==> src/rtl/mem_arb_pkg.sv <==
// Shared types and helpers for the memory port arbiter.
//   arb_state_t : arbiter FSM states
//   OWNER_R0/R1 : requester identifiers used for owner/last_owner
//   cnt_width() : width of the optional ACCESS timeout counter (clamped 8..32)
package mem_arb_pkg;

  typedef enum logic [1:0] {
    ARB_IDLE   = 2'd0,
    ARB_ACCESS = 2'd1,
    ARB_RESP   = 2'd2
  } arb_state_t;

  localparam logic OWNER_R0 = 1'b0;
  localparam logic OWNER_R1 = 1'b1;

  // Bits needed to count up to n, clamped to 8..32.
  function automatic int unsigned cnt_width(input int unsigned n);
    int unsigned w;
    w = $clog2(n + 1);
    if (w < 8)  w = 8;
    if (w > 32) w = 32;
    return w;
  endfunction

endpackage

==> src/rtl/mem_arb_rr2.sv <==
// Two-way round-robin picker.
//   req_i[1:0]      : request per requester (bit index = requester id)
//   last_owner_i    : id of the most recently granted requester
//   grant_valid_c_o : at least one request present (combinational)
//   grant_id_c_o    : chosen requester id (combinational)
module mem_arb_rr2
  import mem_arb_pkg::*;
(
  input  logic [1:0] req_i,
  input  logic       last_owner_i,
  output logic       grant_valid_c_o,
  output logic       grant_id_c_o
);

  // On a tie the requester that did not go last wins.
  always_comb begin
    grant_valid_c_o = |req_i;
    grant_id_c_o    = OWNER_R0;
    if (req_i == 2'b11) begin
      grant_id_c_o = ~last_owner_i;
    end else if (req_i[1]) begin
      grant_id_c_o = OWNER_R1;
    end
  end

endmodule

==> src/rtl/mem_port_arbiter.sv <==
// Shares one SRAM-style memory port between requesters R0 and R1.
// Round-robin grant, one access in flight, IDLE -> ACCESS -> RESP per access.
// Ports:
//   HCLK, HRESETn                  clock, async active-low reset
//   Rx_MEN/MADDR/MDIN/MWE (in)     requester x access request, held until Rx_MDONE
//   Rx_MDONE/MERROR/MDOUT (out)    requester x completion pulse, error, last read data
//   MEN/MADDR/MDIN/MWE (out)       registered memory command of the current owner
//   MDONE/MERROR/MDOUT (in)        memory completion, error, read data
//   BUSY (out)                     high in ARB_ACCESS or ARB_RESP
// Build option: define MEM_ARB_TIMEOUT_EN to abort an access after TIMEOUT_CYCLES
// cycles in ARB_ACCESS with an error response.
module mem_port_arbiter
  import mem_arb_pkg::*;
#(
  parameter int unsigned DATA_WIDTH     = 32,
  parameter int unsigned ADDR_WIDTH     = 32,
  parameter int unsigned TIMEOUT_CYCLES = 255
) (
  input  logic                      HCLK,
  input  logic                      HRESETn,
  input  logic                      R0_MEN,
  input  logic [ADDR_WIDTH-1:0]     R0_MADDR,
  input  logic [DATA_WIDTH-1:0]     R0_MDIN,
  input  logic [DATA_WIDTH/8-1:0]   R0_MWE,
  output logic                      R0_MDONE,
  output logic                      R0_MERROR,
  output logic [DATA_WIDTH-1:0]     R0_MDOUT,
  input  logic                      R1_MEN,
  input  logic [ADDR_WIDTH-1:0]     R1_MADDR,
  input  logic [DATA_WIDTH-1:0]     R1_MDIN,
  input  logic [DATA_WIDTH/8-1:0]   R1_MWE,
  output logic                      R1_MDONE,
  output logic                      R1_MERROR,
  output logic [DATA_WIDTH-1:0]     R1_MDOUT,
  output logic                      MEN,
  output logic [ADDR_WIDTH-1:0]     MADDR,
  output logic [DATA_WIDTH-1:0]     MDIN,
  output logic [DATA_WIDTH/8-1:0]   MWE,
  input  logic                      MDONE,
  input  logic                      MERROR,
  input  logic [DATA_WIDTH-1:0]     MDOUT,
  output logic                      BUSY
);

  localparam int unsigned WE_W = DATA_WIDTH / 8;

  arb_state_t            state_q, state_d;
  logic                  owner_q, owner_d;
  logic                  last_owner_q, last_owner_d;
  logic                  men_q, men_d;
  logic [ADDR_WIDTH-1:0] maddr_q, maddr_d;
  logic [DATA_WIDTH-1:0] mdin_q, mdin_d;
  logic [WE_W-1:0]       mwe_q, mwe_d;
  logic                  busy_q, busy_d;
  logic                  r0_mdone_q, r0_mdone_d, r1_mdone_q, r1_mdone_d;
  logic                  r0_merror_q, r0_merror_d, r1_merror_q, r1_merror_d;
  logic [DATA_WIDTH-1:0] r0_mdout_q, r0_mdout_d, r1_mdout_q, r1_mdout_d;

  logic                  grant_valid_c;
  logic                  grant_id_c;
  logic                  timeout_c;

  // Round-robin choice between the two requesters.
  mem_arb_rr2 u_rr2 (
    .req_i           ({R1_MEN, R0_MEN}),
    .last_owner_i    (last_owner_q),
    .grant_valid_c_o (grant_valid_c),
    .grant_id_c_o    (grant_id_c)
  );

`ifdef MEM_ARB_TIMEOUT_EN
  localparam int unsigned CNT_W = cnt_width(TIMEOUT_CYCLES);

  logic [CNT_W-1:0] cnt_q, cnt_d;

  // Counter is zero on entry to ARB_ACCESS and counts the cycles spent there.
  always_comb begin
    cnt_d = cnt_q;
    if (state_q == ARB_ACCESS) begin
      cnt_d = cnt_q + CNT_W'(1);
    end else begin
      cnt_d = '0;
    end
  end

  always_ff @(posedge HCLK or negedge HRESETn) begin
    if (!HRESETn) begin
      cnt_q <= '0;
    end else begin
      cnt_q <= cnt_d;
    end
  end

  // Fires on the edge that ends the TIMEOUT_CYCLES-th ACCESS cycle.
  assign timeout_c = (state_q == ARB_ACCESS) && (cnt_q == CNT_W'(TIMEOUT_CYCLES - 1));
`else
  logic unused_timeout;
  assign unused_timeout = |TIMEOUT_CYCLES;
  assign timeout_c      = 1'b0;
`endif

  // Next-state and output logic.
  always_comb begin
    state_d      = state_q;
    owner_d      = owner_q;
    last_owner_d = last_owner_q;
    men_d        = men_q;
    maddr_d      = maddr_q;
    mdin_d       = mdin_q;
    mwe_d        = mwe_q;
    busy_d       = busy_q;
    r0_mdone_d   = 1'b0;
    r1_mdone_d   = 1'b0;
    r0_merror_d  = 1'b0;
    r1_merror_d  = 1'b0;
    r0_mdout_d   = r0_mdout_q;
    r1_mdout_d   = r1_mdout_q;

    unique case (state_q)
      ARB_IDLE: begin
        if (grant_valid_c) begin
          owner_d      = grant_id_c;
          last_owner_d = grant_id_c;
          men_d        = 1'b1;
          busy_d       = 1'b1;
          maddr_d      = (grant_id_c == OWNER_R1) ? R1_MADDR : R0_MADDR;
          mdin_d       = (grant_id_c == OWNER_R1) ? R1_MDIN  : R0_MDIN;
          mwe_d        = (grant_id_c == OWNER_R1) ? R1_MWE   : R0_MWE;
          state_d      = ARB_ACCESS;
        end
      end

      ARB_ACCESS: begin
        if (MDONE) begin
          men_d   = 1'b0;
          state_d = ARB_RESP;
          if (owner_q == OWNER_R1) begin
            r1_mdone_d  = 1'b1;
            r1_merror_d = MERROR;
            if (mwe_q == '0) r1_mdout_d = MDOUT;
          end else begin
            r0_mdone_d  = 1'b1;
            r0_merror_d = MERROR;
            if (mwe_q == '0) r0_mdout_d = MDOUT;
          end
        end else if (timeout_c) begin
          // Abort: error response, read data left untouched.
          men_d   = 1'b0;
          state_d = ARB_RESP;
          if (owner_q == OWNER_R1) begin
            r1_mdone_d  = 1'b1;
            r1_merror_d = 1'b1;
          end else begin
            r0_mdone_d  = 1'b1;
            r0_merror_d = 1'b1;
          end
        end
      end

      ARB_RESP: begin
        busy_d  = 1'b0;
        state_d = ARB_IDLE;
      end

      default: begin
        men_d   = 1'b0;
        busy_d  = 1'b0;
        state_d = ARB_IDLE;
      end
    endcase
  end

  // State and output registers.
  always_ff @(posedge HCLK or negedge HRESETn) begin
    if (!HRESETn) begin
      state_q      <= ARB_IDLE;
      owner_q      <= OWNER_R0;
      last_owner_q <= OWNER_R1;
      men_q        <= 1'b0;
      maddr_q      <= '0;
      mdin_q       <= '0;
      mwe_q        <= '0;
      busy_q       <= 1'b0;
      r0_mdone_q   <= 1'b0;
      r1_mdone_q   <= 1'b0;
      r0_merror_q  <= 1'b0;
      r1_merror_q  <= 1'b0;
      r0_mdout_q   <= '0;
      r1_mdout_q   <= '0;
    end else begin
      state_q      <= state_d;
      owner_q      <= owner_d;
      last_owner_q <= last_owner_d;
      men_q        <= men_d;
      maddr_q      <= maddr_d;
      mdin_q       <= mdin_d;
      mwe_q        <= mwe_d;
      busy_q       <= busy_d;
      r0_mdone_q   <= r0_mdone_d;
      r1_mdone_q   <= r1_mdone_d;
      r0_merror_q  <= r0_merror_d;
      r1_merror_q  <= r1_merror_d;
      r0_mdout_q   <= r0_mdout_d;
      r1_mdout_q   <= r1_mdout_d;
    end
  end

  assign MEN       = men_q;
  assign MADDR     = maddr_q;
  assign MDIN      = mdin_q;
  assign MWE       = mwe_q;
  assign BUSY      = busy_q;
  assign R0_MDONE  = r0_mdone_q;
  assign R0_MERROR = r0_merror_q;
  assign R0_MDOUT  = r0_mdout_q;
  assign R1_MDONE  = r1_mdone_q;
  assign R1_MERROR = r1_merror_q;
  assign R1_MDOUT  = r1_mdout_q;

endmodule

==> config.mk <==
export PLATFORM = sky130hd
export DESIGN_NAME = mem_port_arbiter
export DESIGN_NICKNAME = d
export VERILOG_FILES = /design/src/rtl/mem_arb_pkg.sv /design/src/rtl/mem_arb_rr2.sv /design/src/rtl/mem_port_arbiter.sv
export SDC_FILE = /design/constraint.sdc
export NUM_CORES = 1
export LEC_CHECK = 0
export CAP_MARGIN = 40
export CORE_ASPECT_RATIO = 0.75
export CORE_MARGIN = 2
export CORE_UTILIZATION = 40
export CTS_BUF_LIST = sky130_fd_sc_hd__clkbuf_16
export DETAILED_ROUTE_END_ITERATION = 10
export GPL_TIMING_DRIVEN = 0
export PLACE_DENSITY = 0.87
export SLEW_MARGIN = 15
export SYNTH_ARGS = -nofsm -noshare
export SYNTH_HDL_FRONTEND = slang
export SYNTH_HIERARCHICAL = 1
export SYNTH_SLANG_ARGS = --single-unit
==> constraint.sdc <==
create_clock -name HCLK -period 1.7 [get_ports HCLK]
set_input_delay 0.34 -clock HCLK [delete_from_list [all_inputs] [get_ports HCLK]]
set_output_delay 0.34 -clock HCLK [all_outputs]
set_load 0.05 [all_outputs]
==> results.sh, run 1 <==
export IMPL_status="finished, final reports clean"
export IMPL_core_sq_um=14500
export IMPL_yosysWarningCount=6
export IMPL_slew_violations=0
export IMPL_clock_latency_ps=420
export IMPL_arrival_ps=1330
export IMPL_cts_tree="done"
export IMPL_finalNetCount=970
export IMPL_maxCapViolCount=0
export IMPL_syn_num_nets=638
export IMPL_path_clk_slew_ps=60
export IMPL_grt_max_degree=77
export IMPL_clockBufferDepth=2
export IMPL_syn_inst=464
export IMPL_via_count=4900
export IMPL_peakVddDrop_mv=1.20
export IMPL_p_leak_nw=4.70
export IMPL_rsz0062_at_grt="false"
export IMPL_powerDensity_nw_per_um2=2020
export IMPL_slew_headroom=0.625
export IMPL_critical_path_max_fanout=2
export IMPL_diodes=0
export IMPL_required_ps=1360
export IMPL_period_minus_slack_ps=1670
export IMPL_io_buffer_count=311
export IMPL_cp_slowest_stage_delay_ps=550
export IMPL_antenna_found_initial=0
export IMPL_wl_per_cell_um=18.1
export IMPL_setup_ws_ps=33.0
export IMPL_clock_sinks=142
export IMPL_critPathKind="register to primary output"
export IMPL_synth_area_sq_um=5920
export IMPL_crit_path_start_kind="register"
export IMPL_drt_first_iter_violations=198
export IMPL_met3_usage=0.0797
export IMPL_grt_pass1_wl_mm=27.5
export IMPL_tightestPinTransition_ps=564
export IMPL_cts_made_buffers=17
export IMPL_clock_skew_ps=9.75
export IMPL_htree_levels=4
export IMPL_die_h_um=109
export IMPL_max_freq_ghz=0.600
export IMPL_final_cell_mix="172 x clkdlybuf4s50_1, 141 x dfrtp_1, 90 x dlygate4sd2_1"
export IMPL_dieArea_sq_um=15800
export IMPL_io_pins=312
export IMPL_grt_use_met1=0.256
export IMPL_synthTopCellsByArea="dfrtp_1 60%, mux2i_1 11%, mux2_2 11%, nand2_1 4.7%, o21ai_0 4.3%"
export IMPL_layout_commonest_cell="clkdlybuf4s50_1"
export IMPL_synth_cell_types=29
export IMPL_critical_path_cell_chain="dlygate4sd2_1"
export IMPL_drive_above_1_share=0.177
export IMPL_endpoint_kind="primary output"
export IMPL_wl_mm=18.3
export IMPL_yosysSeqAreaShare=0.600
export IMPL_yosysTopAreaCell="dfrtp_1"
export IMPL_dp_hpwl_mm=14.0
export IMPL_remaining_drc_errors=0
export IMPL_row_count=38
export IMPL_overflow=0
export IMPL_holdWs_ps=459
export IMPL_via_per_inst=4.86
export IMPL_use_met2=0.411
export IMPL_dp_slack_ps=-545
export IMPL_area_growth_pct=65.0
export IMPL_root_buffer="clkbuf_16"
export IMPL_critPathSlowestCell="dlygate4sd2_1"
export IMPL_dieWidth_um=145
export IMPL_crit_buf_inv=1
export IMPL_ys_seq_elements=142
export IMPL_grt_usage=0.233
export IMPL_synth_top_area_share=0.596
export IMPL_grt_busiest_layer="met2"
export IMPL_avgSynthCellArea_sq_um=12.8
export IMPL_gp_congestion=0.832
export IMPL_hp_class="primary input to async pin"
export IMPL_hold_violations=0
export IMPL_ant_nets=0
export IMPL_drt_pass1_iter_count=5
export IMPL_setup_viol=0
export IMPL_start_util=0.410
export IMPL_grt_pass1_vias=5281
export IMPL_cp_top_family="buffers and inverters"
export IMPL_fin_crit_sh=0.981
cell families (layout without fill, tap and decap cells):
kind of cell | after synthesis | count (layout) | synth area share
muxes | 132 | 132 | 0.238
and+or+nand+nor | 87 | 87 | 0.0646
AOI/OAI and AO/OA | 73 | 73 | 0.0629
DFF | 142 | 142 | 0.600
buffers and inverters | 30 | 375 | 0.0340
final timing paths:
| path | cells after the start | slack [ps] | endpoint | start |
|---|---|---|---|---|
| setup / recovery | 1 | 30 | MADDR[18] | MADDR[18] |
| max in group asynchronous | 3 | 470 | last_owner_q | HRESETn |
| min in group HCLK | 2 | 460 | last_owner_q | last_owner_q |
| hold / removal | 2 | 460 | R0_MDOUT[13] | HRESETn |
| setup reg to reg | 6 | 80 | MDIN[29] | state_q[0] |
| hold reg to reg | 2 | 460 | last_owner_q | last_owner_q |
metrics by stage:
stage | util | setup TNS [ps] | total power [mW] | area (sq um) | cells
after detailed placement | 0.645 | -48430 | 17.1 | 9320 | 976
after global routing | 0.676 | 0 | 20.7 | 9780 | 1009
after CTS | 0.676 | 0 | 19.9 | 9770 | 1009
final | 0.676 | 0 | 19.8 | 9780 | 1009
after global placement | 0.643 | -768240 | 16.9 | 9290 | 975
after floorplan | - | 0 | 12.8 | 5920 | 464
sequential cells by signal, summed over array words and instances, names as in the netlist, 2 cells and up:
signal and count:
MADDR 32, MDIN 32, MWE 4, R0_MDOUT 32, R1_MDOUT 32, state_q 2
cell type report:
type	count	area [sq um]
Fill cell	1149	4680
Clock buffer	17	425
Buffer	28	205
Inverter	1	3.75
Multi-Input combinational cell	292	2170
Sequential cell	142	3550
Tap cell	200	250
Clock inverter	15	160
Timing Repair Buffer	314	3010
timing repair:
item	in CTS	in global routing
buffers inserted	1	0
cloned	0	0
hold buffers	1	0
hold endpoints to repair	66	0
resized for setup	159	50
setup endpoints to repair	188	63
pin swaps	1	0
metal layers:
metal	wire, um	up-vias	share of wire
met1	6950	2380	0.38
met5	0	-	0
li1	-	2272	-
met3	1660	34	0.091
met2	9180	214	0.50
met4	493	0	0.027
Yosys cell counts:
library cell	count
o21ai_0	51
or2_1	1
and3_1	1
mux2_2	59
buf_4	1
and4b_1	1
or3b_1	1
and2_1	2
mux2_4	3
mux2i_1	68
a21boi_1	1
a21o_1	1
nor2_1	2
clkbuf_2	1
buf_6	9
clkbuf_1	5
nor4_4	1
nor3b_1	1
nand2_1	74
a211oi_1	1
a21oi_1	1
o21ai_1	18
dfrtp_1	141
mux2_1	2
nand2_2	2
and4bb_2	1
dfstp_2	1
inv_1	1
buf_2	13
power by group:
group          switching (mW)  internal, mW  leakage (nW)
sequential              0.876          4.89          1.78
combinational            7.31          2.99          2.64
clock                    1.53          2.18         0.280
total                    9.71          10.1          4.70
Note: power is estimated with default switching activity, not from simulation.
==> inputs of run 2 (changes only) <==
--- a/config.mk
+++ b/config.mk
@@ -7,7 +7,7 @@
 export LEC_CHECK = 0
 export CAP_MARGIN = 40
 export CORE_ASPECT_RATIO = 0.75
-export CORE_MARGIN = 2
+export CORE_MARGIN = 3
 export CORE_UTILIZATION = 40
 export CTS_BUF_LIST = sky130_fd_sc_hd__clkbuf_16
 export DETAILED_ROUTE_END_ITERATION = 10
==> results.sh, run 2 (synthesis gave the netlist of run 1 again) <==
export IMPL_critical_path_cell_chain="dlygate4sd2_1"
export IMPL_grt_use_met1=0.273
export IMPL_final_cell_mix="171 x clkdlybuf4s50_1, 140 x dfrtp_1, 101 x dlygate4sd2_1"
export IMPL_fin_crit_sh=0.983
export IMPL_start_util=0.420
export IMPL_drt_pass1_iter_count=4
export IMPL_clock_skew_ps=9.19
export IMPL_swShare=0.485
export IMPL_gp_congestion=0.826
export IMPL_grt_usage=0.234
export IMPL_critPathKind="register to primary output"
export IMPL_root_buffer="clkbuf_16"
export IMPL_clock_sinks=142
export IMPL_met3_usage=0.0704
export IMPL_grt_pass1_wl_mm=29.9
export IMPL_p_leak_nw=4.77
export IMPL_cp_top_family="buffers and inverters"
export IMPL_p_comb_frac=0.516
export IMPL_cts_made_buffers=17
export IMPL_crit_path_start_kind="register"
export IMPL_rsz0062_at_grt="false"
export IMPL_clockBufferDepth=2
export IMPL_core_sq_um=14100
export IMPL_intPower_mw=10.4
export IMPL_finalNetCount=972
export IMPL_grt_pass1_vias=5361
export IMPL_via_count=4933
export IMPL_instances_no_fill=1006
export IMPL_critPathSlowestCell="dlygate4sd2_1"
export IMPL_maxCapViolCount=0
export IMPL_antenna_found_initial=1
export IMPL_row_count=37
export IMPL_endpoint_kind="primary output"
export IMPL_io_pins=312
export IMPL_remaining_drc_errors=0
export IMPL_fillerInstances=1007
export IMPL_area_growth_pct=66.0
export IMPL_dieWidth_um=147
export IMPL_cp_slowest_stage_delay_ps=540
export IMPL_layout_commonest_cell="clkdlybuf4s50_1"
export IMPL_p_total_mw=20.1
export IMPL_powerDensity_nw_per_um2=2050
export IMPL_tightestPinTransition_ps=632
export IMPL_diodes=0
export IMPL_setup_viol=0
export IMPL_critical_path_max_fanout=2
export IMPL_slew_headroom=0.579
export IMPL_arrival_ps=1330
export IMPL_dp_hpwl_mm=14.6
export IMPL_drt_first_iter_violations=196
export IMPL_status="finished, final reports clean"
export IMPL_grt_busiest_layer="met2"
export IMPL_power_frac_seq=0.286
export IMPL_p_sw_mw=9.76
export IMPL_crit_buf_inv=1
export IMPL_die_h_um=111
export IMPL_required_ps=1360
export IMPL_htree_levels=4
export IMPL_clock_latency_ps=420
export IMPL_max_freq_ghz=0.598
export IMPL_slew_violations=0
export IMPL_wl_per_cell_um=18.8
export IMPL_power_frac_clock=0.198
export IMPL_hold_violations=0
export IMPL_use_met2=0.407
export IMPL_placed_cells=971
export IMPL_grt_max_degree=76
export IMPL_io_buffer_count=311
export IMPL_path_clk_slew_ps=60
export IMPL_hp_class="register to register"
export IMPL_drive_above_1_share=0.179
export IMPL_overflow=0
export IMPL_via_per_inst=4.90
export IMPL_ant_nets=0
export IMPL_peakVddDrop_mv=1.37
export IMPL_cts_tree="done"
export IMPL_dieArea_sq_um=16300
export IMPL_wl_mm=18.9
export IMPL_period_minus_slack_ps=1670
[run 2: path summary, 6_finish.rpt]
check / slack, ps / cells after the start / to / from
min: 470 / 2 / last_owner_q / last_owner_q
min in group asynchronous: 490 / 2 / MWE[0] / HRESETn
min reg2reg: 470 / 2 / last_owner_q / last_owner_q
max reg2reg: 70 / 5 / R0_MDOUT[3] / MWE[1]
max in group asynchronous: 390 / 3 / last_owner_q / HRESETn
max: 30 / 1 / R0_MDOUT[3] / R0_MDOUT[3]
[run 2: cell type report]
class | instances | area (sq um) | share of cell area
Timing Repair Buffer | 316 | 3010 | 0.306
Clock buffer | 17 | 425 | 0.0433
Sequential cell | 142 | 3560 | 0.362
Clock inverter | 15 | 209 | 0.0212
Multi-Input combinational cell | 292 | 2170 | 0.221
Inverter | 1 | 3.75 | 0.000382
Buffer | 28 | 215 | 0.0219
Tap cell | 195 | 244 | 0.0248
[run 2: stage by stage]
step	cell area, sq um	util	hold WS, ps	setup slack, ps	TNS, ps
after floorplan	5920	-	44.4	20.9	0
after global placement	9280	0.657	452	-5000	-749690
final	9830	0.697	465	28.9	0
after detailed placement	9310	0.659	381	-607	-47220
after global routing	9830	0.697	488	0.0310	0
after CTS	9820	0.696	467	0.0245	0
[run 2: routing by layer]
metal,routed length [um],vias to the layer above,share of wire
met3,1330,33,0.070
met1,7500,2402,0.40
li1,-,2280,-
met5,13,-,0.00069
met4,455,2,0.024
met2,9600,216,0.51
[run 2: timing repair]
| item | in CTS | in global routing |
|---|---|---|
| setup buffers | 2 | 1 |
| hold endpoints to repair | 67 | 0 |
| endpoints found under the setup margin | 213 | 75 |
| hold buffers | 1 | 0 |
| pin swaps | 1 | 1 |
| resized for setup | 161 | 40 |
[run 2: power by group through the flow]
stage | Clock [mW] | Sequential [mW] | Combinational, mW
3_5_place_dp | 0 | 5.83 | 11.4
5_1_grt | 4.22 | 5.94 | 10.9
2_1_floorplan | 0 | 10.9 | 1.92
4_1_cts | 4.04 | 5.75 | 10.5
3_3_place_gp | 0 | 5.73 | 11.2
6_report | 3.98 | 5.76 | 10.4
==> inputs of run 3 (changes only) <==
--- a/config.mk
+++ b/config.mk
@@ -6,13 +6,14 @@
 export NUM_CORES = 1
 export LEC_CHECK = 0
 export CAP_MARGIN = 40
-export CORE_ASPECT_RATIO = 0.75
+export CORE_ASPECT_RATIO = 2
 export CORE_MARGIN = 3
 export CORE_UTILIZATION = 40
 export CTS_BUF_LIST = sky130_fd_sc_hd__clkbuf_16
 export DETAILED_ROUTE_END_ITERATION = 10
 export GPL_TIMING_DRIVEN = 0
 export PLACE_DENSITY = 0.87
+export SKIP_CTS_REPAIR_TIMING = 1
 export SLEW_MARGIN = 15
 export SYNTH_ARGS = -nofsm -noshare
 export SYNTH_HDL_FRONTEND = slang
==> results.sh, run 3 (synthesis gave the netlist of run 1 again) <==
export IMPL_status="finished, final reports clean"
export IMPL_tightestPinTransition_ps=586
export IMPL_cts_tree="done"
export IMPL_wl_per_cell_um=19.7
export IMPL_p_sw_mw=9.86
export IMPL_dieWidth_um=92.1
export IMPL_final_cell_mix="172 x clkdlybuf4s50_1, 141 x dfrtp_1, 138 x dlymetal6s2s_1"
export IMPL_critPathSlowestCell="clkdlybuf4s50_1"
export IMPL_p_comb_frac=0.547
export IMPL_cp_startpoint="R0_MEN"
export IMPL_critical_path_cell_chain="clkdlybuf4s50_1 -> or2_4 -> or3b_4 -> buf_6 -> buf_2 -> nand2_1 -> o21ai_0"
export IMPL_drive_above_1_share=0.159
export IMPL_setup_viol=0
export IMPL_power_frac_seq=0.279
export IMPL_dp_hpwl_mm=14.5
export IMPL_cts_made_buffers=17
export IMPL_gp_congestion=0.787
export IMPL_area_growth_pct=73.0
export IMPL_path_clk_slew_ps=70
export IMPL_period_minus_slack_ps=1650
export IMPL_cp_top_family="buffers and inverters"
export IMPL_die_h_um=178
export IMPL_grt_pass1_wl_mm=28.2
export IMPL_overflow=0
export IMPL_clock_sinks=142
export IMPL_r2r_start="MWE[2]"
export IMPL_core_sq_um=14400
export IMPL_hp_class="primary input to async pin"
export IMPL_endpoint_kind="register"
export IMPL_clock_skew_ps=14.7
export IMPL_fin_util=0.710
export IMPL_grt_max_degree=92
export IMPL_drt_first_iter_violations=143
export IMPL_rrSetupSlack_ps=90
export IMPL_ant_nets=0
export IMPL_diodes=0
export IMPL_finalNetCount=970
export IMPL_row_count=62
export IMPL_crit_buf_inv=3
export IMPL_max_freq_ghz=0.606
export IMPL_crit_path_start_kind="primary input"
export IMPL_swShare=0.478
export IMPL_intPower_mw=10.8
export IMPL_cp_slowest_stage_delay_ps=490
export IMPL_io_pins=312
export IMPL_hold_violations=0
export IMPL_remaining_drc_errors=0
export IMPL_critPathKind="primary input to register"
export IMPL_arrival_ps=1910
export IMPL_reg2reg_to="R0_MDOUT[19]"
export IMPL_p_leak_nw=6.17
export IMPL_via_per_inst=5.04
export IMPL_clock_latency_ps=410
export IMPL_start_util=0.411
export IMPL_maxCapViolCount=0
export IMPL_layout_commonest_cell="clkdlybuf4s50_1"
export IMPL_antenna_found_initial=0
export IMPL_fin_crit_sh=0.971
export IMPL_power_frac_clock=0.174
export IMPL_dp_slack_ps=-554
export IMPL_peakVddDrop_mv=1.22
export IMPL_slew_violations=0
export IMPL_reg2reg_depth=5
export IMPL_via_count=5046
export IMPL_clockBufferDepth=2
export IMPL_drt_pass1_iter_count=4
export IMPL_grt_usage=0.223
export IMPL_p_total_mw=20.6
export IMPL_grt_pass1_vias=5438
export IMPL_io_buffer_count=311
export IMPL_powerDensity_nw_per_um2=2010
export IMPL_root_buffer="clkbuf_16"
export IMPL_worst_path_stages=7
export IMPL_htree_levels=4
export IMPL_dieArea_sq_um=16400
export IMPL_required_ps=1960
export IMPL_wl_mm=19.7
export IMPL_setup_ws_ps=50.0
export IMPL_worstSetupEndpoint="MADDR[24]"
export IMPL_critical_path_max_fanout=10
export IMPL_slew_headroom=0.608
[run 3: cell types whose count changed in the layout (fill, tap and decap cells not counted), moves of 2 or more]
cell,previous run,this run
bufinv_16,4,1
clkbuf_2,13,5
clkdlybuf4s15_1,24,0
clkdlybuf4s15_2,4,0
dlygate4sd2_1,101,0
dlymetal6s2s_1,1,138
inv_1,1,3
inv_6,4,2
inv_8,1,3
[run 3: final cells by class]
class / instances / area, sq um
Clock inverter: 15 / 140
Fill cell: 967 / 4180
Tap cell: 192 / 240
Multi-Input combinational cell: 292 / 2170
Inverter: 1 / 3.75
Timing Repair Buffer: 314 / 3500
Sequential cell: 142 / 3550
Buffer: 28 / 209
Clock buffer: 17 / 425
[run 3: power groups by stage]
stage | Combinational (mW) | Clock, mW | Sequential, mW
after floorplan | 1.92 | 0 | 10.9
final | 11.3 | 3.59 | 5.76
after CTS | 11.4 | 3.61 | 5.78
after global placement | 11.2 | 0 | 5.71
after detailed placement | 11.4 | 0 | 5.81
after global routing | 11.7 | 3.79 | 5.92
[run 3: how the worst min path moves through the flow]
stage                       from      endpoint  cells past startpoint
floorplan                HRESETn          BUSY                      0
global placement    last_owner_q  last_owner_q                      2
detailed placement       HRESETn   R0_MDOUT[5]                      1
CTS                      HRESETn   R1_MDOUT[1]                      1
global route             HRESETn   R0_MDOUT[8]                      2
finish                   HRESETn   R0_MDOUT[1]                      2
[run 3: routing by layer]
layer  vias to the layer above  track usage  part of all wire
met5                         -            0                 0
met4                         0       0.0949             0.029
met2                       258        0.423              0.56
met1                      2472        0.218              0.34
met3                        36       0.0713             0.071
li1                       2280            -                 -
[run 3: metrics by stage]
| step | TNS (ps) | std cells | hold slack [ps] | instance area (sq um) |
|---|---|---|---|---|
| 2_1_floorplan | 0 | 464 | 44.4 | 5920 |
| 3_3_place_gp | -744800 | 967 | 456 | 9280 |
| 3_5_place_dp | -45050 | 968 | 319 | 9310 |
| 4_1_cts | -34990 | 1000 | -127 | 9870 |
| 5_1_grt | -19.5 | 1001 | 495 | 10300 |
| 6_report | 0 | 1001 | 462 | 10300 |
